## src/rtl/serial_sum_ctrl.sv

```systemverilog
`default_nettype none
// ============================================================================
// Module  : serial_sum_ctrl
// Brief   : Bit-serial WIDTH-bit adder sequencing one 1-bit lookahead cell,
//           LSB first, framed by a start/busy/done handshake.
// Revision: 1.0 - initial release
// ============================================================================
module serial_sum_ctrl #(
  parameter int WIDTH = 8
) (
  input  logic             clk,
  input  logic             rst_n,
  input  logic             start,
  input  logic [WIDTH-1:0] a_in,
  input  logic [WIDTH-1:0] b_in,
  input  logic             c_in,
  output logic             busy,
  output logic             done,
  output logic [WIDTH-1:0] sum,
  output logic             c_out,
  output logic             ovf
);

  localparam int CNT_W = (WIDTH > 2) ? $clog2(WIDTH) : 1;
  localparam logic [CNT_W-1:0] c_last = CNT_W'(WIDTH - 1);

  typedef enum logic [1:0] {
    ST_IDLE = 2'd0,
    ST_RUN  = 2'd1,
    ST_DONE = 2'd2
  } state_t;

  state_t           r_state;
  state_t           w_next;
  logic [WIDTH-1:0] r_a;
  logic [WIDTH-1:0] r_b;
  logic [WIDTH-1:0] r_sum_sh;
  logic [WIDTH-1:0] r_sum;
  logic [CNT_W-1:0] r_cnt;
  logic             r_carry;
  logic             r_c_out;
  logic             r_ovf;
  logic             r_busy;
  logic             r_done;

  logic w_s;
  logic w_g;
  logic w_p;
  logic w_cout;
  logic w_last;

  // The single shared 1-bit lookahead cell.
  always_comb begin
    w_p    = r_a[0] ^ r_b[0];
    w_g    = r_a[0] & r_b[0];
    w_s    = w_p ^ r_carry;
    w_cout = w_g | (w_p & r_carry);
  end

  assign w_last = (r_cnt == c_last);

  always_comb begin
    w_next = r_state;
    case (r_state)
      ST_IDLE: if (start) w_next = ST_RUN;
      ST_RUN:  if (w_last) w_next = ST_DONE;
      ST_DONE: w_next = ST_IDLE;
      default: w_next = ST_IDLE;
    endcase
  end

  always_ff @(posedge clk or negedge rst_n) begin
    if (!rst_n) begin
      r_state <= ST_IDLE;
      r_busy  <= 1'b0;
      r_done  <= 1'b0;
    end else begin
      r_state <= w_next;
      r_busy  <= (w_next == ST_RUN);
      r_done  <= (w_next == ST_DONE);
    end
  end

  always_ff @(posedge clk or negedge rst_n) begin
    if (!rst_n) begin
      r_a      <= '0;
      r_b      <= '0;
      r_sum_sh <= '0;
      r_sum    <= '0;
      r_cnt    <= '0;
      r_carry  <= 1'b0;
      r_c_out  <= 1'b0;
      r_ovf    <= 1'b0;
    end else begin
      if (r_state == ST_IDLE && start) begin
        r_a      <= a_in;
        r_b      <= b_in;
        r_carry  <= c_in;
        r_sum_sh <= '0;
        r_cnt    <= '0;
      end else if (r_state == ST_RUN) begin
        r_a      <= r_a >> 1;
        r_b      <= r_b >> 1;
        r_sum_sh <= {w_s, r_sum_sh[WIDTH-1:1]};
        r_carry  <= w_cout;
        r_cnt    <= r_cnt + 1'b1;
        // Result register is loaded only once the final bit is through,
        // so partial shift contents never reach the sum output.
        if (w_last) begin
          r_sum   <= {w_s, r_sum_sh[WIDTH-1:1]};
          r_c_out <= w_cout;
          r_ovf   <= r_carry ^ w_cout;
        end
      end
    end
  end

  assign busy  = r_busy;
  assign done  = r_done;
  assign sum   = r_sum;
  assign c_out = r_c_out;
  assign ovf   = r_ovf;

endmodule
`default_nettype wire

```

## config.mk

```make
export PLATFORM = sky130hd
export DESIGN_NAME = serial_sum_ctrl
export DESIGN_NICKNAME = d
export VERILOG_FILES = /design/src/rtl/serial_sum_ctrl.sv
export SDC_FILE = /design/constraint.sdc
export NUM_CORES = 1
export LEC_CHECK = 0
export ABC_AREA = 1
export CAP_MARGIN = 20
export CORE_UTILIZATION = 47
export CTS_CLUSTER_DIAMETER = 150
export DETAILED_ROUTE_END_ITERATION = 7
export MAX_ROUTING_LAYER = met4
export PLACE_DENSITY = 0.75
export SLEW_MARGIN = 10
export SYNTH_ARGS = -nofsm -noshare
export SYNTH_HDL_FRONTEND = slang
export SYNTH_SLANG_ARGS = --single-unit
```

## constraint.sdc

```tcl
create_clock -name clk -period 1.5 [get_ports clk]
set_clock_uncertainty 0.2 [all_clocks]
set_input_delay 0.3 -clock clk [delete_from_list [all_inputs] [get_ports clk]]
set_output_delay 0.3 -clock clk [all_outputs]
set_load 0.02 [all_outputs]
```

Yosys cells after proc, flatten, opt, wreduce, memory -nomap -nowiden
Cells that the tools add are included.
- bitwise operators: 7
- add/subtract/negate cells: 1
- reductions and logical operators: 4
- equal/unequal tests: 4
- muxes and demuxes: 13
- operators with widths (operator ; count):
    8-bit 2-to-1 mux ; 6
    3-bit 2-to-1 mux ; 2
    2-bit by 1-bit equality test with 1-bit output, second input constant ; 2
    2-bit 2-to-1 mux ; 2
    2-bit case mux with 2 select lines ; 1
    3-bit by 1-bit adder with 3-bit output, second input constant ; 1
    3-bit equality test, second input constant ; 1
    3-bit AND reduction ; 1
    1-bit XOR ; 3
    1-bit bitwise AND ; 2
    2-bit equality test, second input constant ; 1
    2-bit zero test ; 1
    1-bit 2-to-1 mux ; 2
    2-bit nonzero test ; 1
    1-bit logical AND ; 1
    1-bit inverter ; 1
    1-bit OR ; 1
- logic and storage cells: 40
- output and inout port bits: 12
- bits of input ports: 20
- flip-flop bits (word level): 42

Longest topological paths before layout
- depth in word-level cells: 5
- mapped depth: 7
- gate-level depth less buffers: 6

Worst setup path after synthesis
Ideal clock, no wire load.
- kind: flip-flop to flip-flop
- from: reg r_cnt[0]
- to: reg r_sum[2], in the netlist sum[2]
- setup time: 0.117 ns
- buffers on the path: 1
- path slack: 0.033 ns
- stages on the path, launching flop included: 8
- required time: 1.183 ns
- arrival: 1.150 ns
- period minus slack after synthesis: 1.467 ns
- path through: dfrtp_1 ha_1 ha_1 inv_1 nor2_4 buf_4 nand2_1 nand2_1
- longest elaborated chain between the ends: 2
- ends and longest elaborated chain (element ; RTL line ; text):
    from (decl) ; 39 ; logic [CNT_W-1:0] r_cnt;
    from (signal assigned) ; 106 ; r_cnt <= r_cnt + 1'b1;
    3-bit equality test ; 60 ; assign w_last = (r_cnt == c_last);
    3-bit AND reduction (no source line) ; n/a ;
    to (signal assigned) ; 110 ; r_sum <= {w_s, r_sum_sh[WIDTH-1:1]};
    to (decl) ; 38 ; logic [WIDTH-1:0] r_sum;
No other way between the ends.
A chain may end at the register's enable or synchronous reset.

Final worst setup path
- from: reg r_sum[3], in the netlist sum[3]
- to: out sum[3]
- RTL lines (element ; RTL line ; text):
    to (decl) ; 19 ; output logic [WIDTH-1:0] sum,
No word-level cell between the ends.

==> results.sh <==
export IMPL_status="completed"
export IMPL_power_density_nw_per_um2=1780
export IMPL_ir_drop_uv=863
export IMPL_synth_top_cell_by_area="dfrtp_1"
export IMPL_dieArea_um2=4220
export IMPL_ant_nets=0
export IMPL_cp_required_ns=1.00
export IMPL_ys_ff_latch=41
export IMPL_vias=1510
export IMPL_power_leakage_nw=1.30
export IMPL_hpwl_mm=2.34
export IMPL_yosysSeqAreaShare_pct=55.0
export IMPL_core_area_um2=3740
export IMPL_hold_depth=2
export IMPL_timing_rr_start="r_cnt[0]"
export IMPL_rows=22
export IMPL_grt_max_degree=42
export IMPL_cts_root_buffer="clkbuf_8"
export IMPL_first_iter_violations=89
export IMPL_hp_start="c_out"
export IMPL_critPathBufInv=1
export IMPL_critPathLaunch="sum[3]"
export IMPL_ys_warn_count=0
export IMPL_gp_congestion=0.768
export IMPL_holdWs_ns=0.265
export IMPL_n_antenna_cell=0
export IMPL_startpoint_type="register"
export IMPL_max_freq_ghz=0.678
export IMPL_place_inst=309
export IMPL_antenna_found_initial=0
export IMPL_via_per_inst=4.73
export IMPL_period_needed_ns=1.48
export IMPL_fp_dieH_um=65.0
export IMPL_synth_net_count=253
export IMPL_reg2reg_depth=7
export IMPL_die_w_um=65.0
export IMPL_hp_class="register to register"
export IMPL_route_detailed_drc=0
export IMPL_finalWirelength_mm=3.44
export IMPL_clk_latency_ns=0.28
export IMPL_crit_arrival_ns=0.98
export IMPL_holdPathEnd="c_out"
export IMPL_start_util_pct=49.8
export IMPL_drive_gt1_share_pct=10.7
export IMPL_cts_buffers=5
export IMPL_synth_area_um2=1860
export IMPL_yosysUniqueCellTypes=17
export IMPL_synth_top_area_share_pct=55.0
export IMPL_grt_usage_pct=18.8
export IMPL_place_area_um2=2270
export IMPL_detail_route_first_pass_iterations=4
export IMPL_io_buffers=31
export IMPL_report_final_slew_viol_count=0
export IMPL_synth_area_top_cells="dfrtp_1 55%, nand2_1 23%, nand3_1 8.6%"
export IMPL_path_clk_slew_ns=0.07
export IMPL_cts_buffer_depth=2
export IMPL_clock_sinks=41
export IMPL_cpPeakStageDelay_ns=0.38
export IMPL_tightestPinTransition_ns=0.231
export IMPL_most_common_layout_cells="113 x nand2_1, 41 x dfrtp_1, 32 x nand3_1"
export IMPL_grt_pass1_vias=1400
export IMPL_postLayoutCellArea_um2=2410
export IMPL_drv_cap=0
export IMPL_gr_total_overflow=0
export IMPL_worst_path_max_delay_cell="dfrtp_1"
export IMPL_fin_nets=294
export IMPL_finalCritPeriodShare_pct=98.3
export IMPL_grt_pass1_wl_mm=5.87
export IMPL_path_class="register to output port"
export IMPL_synth_cells=230
export IMPL_final_util_pct=64.4
export IMPL_syn_avg_cell_area_um2=8.11
export IMPL_htreeDepth=2
export IMPL_area_growth_pct=29.3
export IMPL_wire_per_inst_um=10.8
export IMPL_reg2reg_to="sum[4]"
export IMPL_finalNonFillerCells=319
export IMPL_cts_tree="yes"
export IMPL_ios=32
export IMPL_cp_cell_sequence="dlygate4sd2_1"
export IMPL_rrSetupSlack_ns=0.05
export IMPL_layout_commonest_cell="nand2_1"
export IMPL_hold_violations=0
export IMPL_end_kind="output port"
export IMPL_relSlewSlack_pct=84.5
export IMPL_worstPathMaxFanout=2
export IMPL_path_delay_family="flip-flops"
export IMPL_finalSetupViolations=0
## worst register-to-register path: cells and delay by family, from the launching register on
family	cells	cell delay, ns
DFF	1	0.40
adders and majority gates	2	0.38
and+or+nand+nor	3	0.16
buffers and inverters	2	0.22
## Yosys cell counts (all sizes together)
cell,number
buf,11
dfrtp,41
fa,1
ha,2
inv,19
nand2,115
nand3,32
nor2,5
o21ai,3
xnor2,1
## cell families (layout without fill, tap and decap cells)
family                   Yosys count  count (layout)  synth area share (%)
XOR/XNOR                           1               1                 0.470
adder cells (fa/ha/maj)            3               3                  2.42
buffers and inverters             30              71                  7.45
flip-flops                        41              41                  55.0
AND/OR/NAND/NOR                  152             152                  33.8
AO/OA/AOI/OAI                      3               3                 0.805
## worst max-delay path by stage
stage	end	slack, ns	cells past startpoint
after detailed placement	r_cnt[0]	-0.1	5
final	sum[3]	0.02	1
after global placement	r_b[1]	-0.05	5
after floorplan	sum[2]	0.03	7
after global routing	sum[3]	-0.002	7
after CTS	sum[2]	0.005	6
## sequential cells by signal, indices dropped and copies added, names as in the netlist
| register | cells |
|---|---|
| ovf | 1 |
| done | 1 |
| r_sum_sh | 7 |
| r_a | 8 |
| r_state | 2 |
| c_out | 1 |
| busy | 1 |
| r_carry | 1 |
| sum | 8 |
| r_b | 8 |
| r_cnt | 3 |
## per-stage QoR
stage / power [mW] / TNS [ns] / worst slack [ns]
after floorplan: 2.96 / 0 / 0.0326
after global placement: 3.54 / -0.857 / -0.0466
after detailed placement: 3.60 / -1.83 / -0.0951
after CTS: 4.22 / 0 / 0.00483
after global routing: 4.64 / -0.00168 / -0.00168
final: 4.29 / 0 / 0.0248
## final cells by class
| class | count | area [µm²] |
|---|---|---|
| Fill cell | 332 | 1330 |
| Sequential cell | 41 | 1030 |
| Multi-Input combinational cell | 159 | 723 |
| Timing Repair Buffer | 45 | 444 |
| Clock buffer | 7 | 86.3 |
| Inverter | 19 | 71.3 |
| Tap cell | 48 | 60.1 |
## power by group
| group | internal, mW | total (mW) | switching (mW) |
|---|---|---|---|
| sequential | 1.55 | 1.81 | 0.265 |
| combinational | 0.763 | 1.78 | 1.01 |
| clock | 0.365 | 0.702 | 0.338 |
| total | 2.68 | 4.29 | 1.62 |
## per-layer routing
| layer | up-vias | wire [µm] | track usage [%] |
|---|---|---|---|
| met1 | 696 | 1630 | 23.2 |
| met3 | 5 | 125 | 3.87 |
| li1 | 783 | - | - |
| met2 | 26 | 1630 | 29.8 |
| met4 | 0 | 50 | 8.33 |
| met5 | - | 0 | - |
## repair_timing
action / 4_1_cts / 5_1_grt
setup buffers: 0 / 2
hold endpoints to repair: 41 / 0
endpoints found under the setup margin: 18 / 19
pin swaps: 1 / 1
resized for setup: 12 / 12
hold buffers: 1 / 0
No activity file was read; power rests on OpenSTA's default activity.
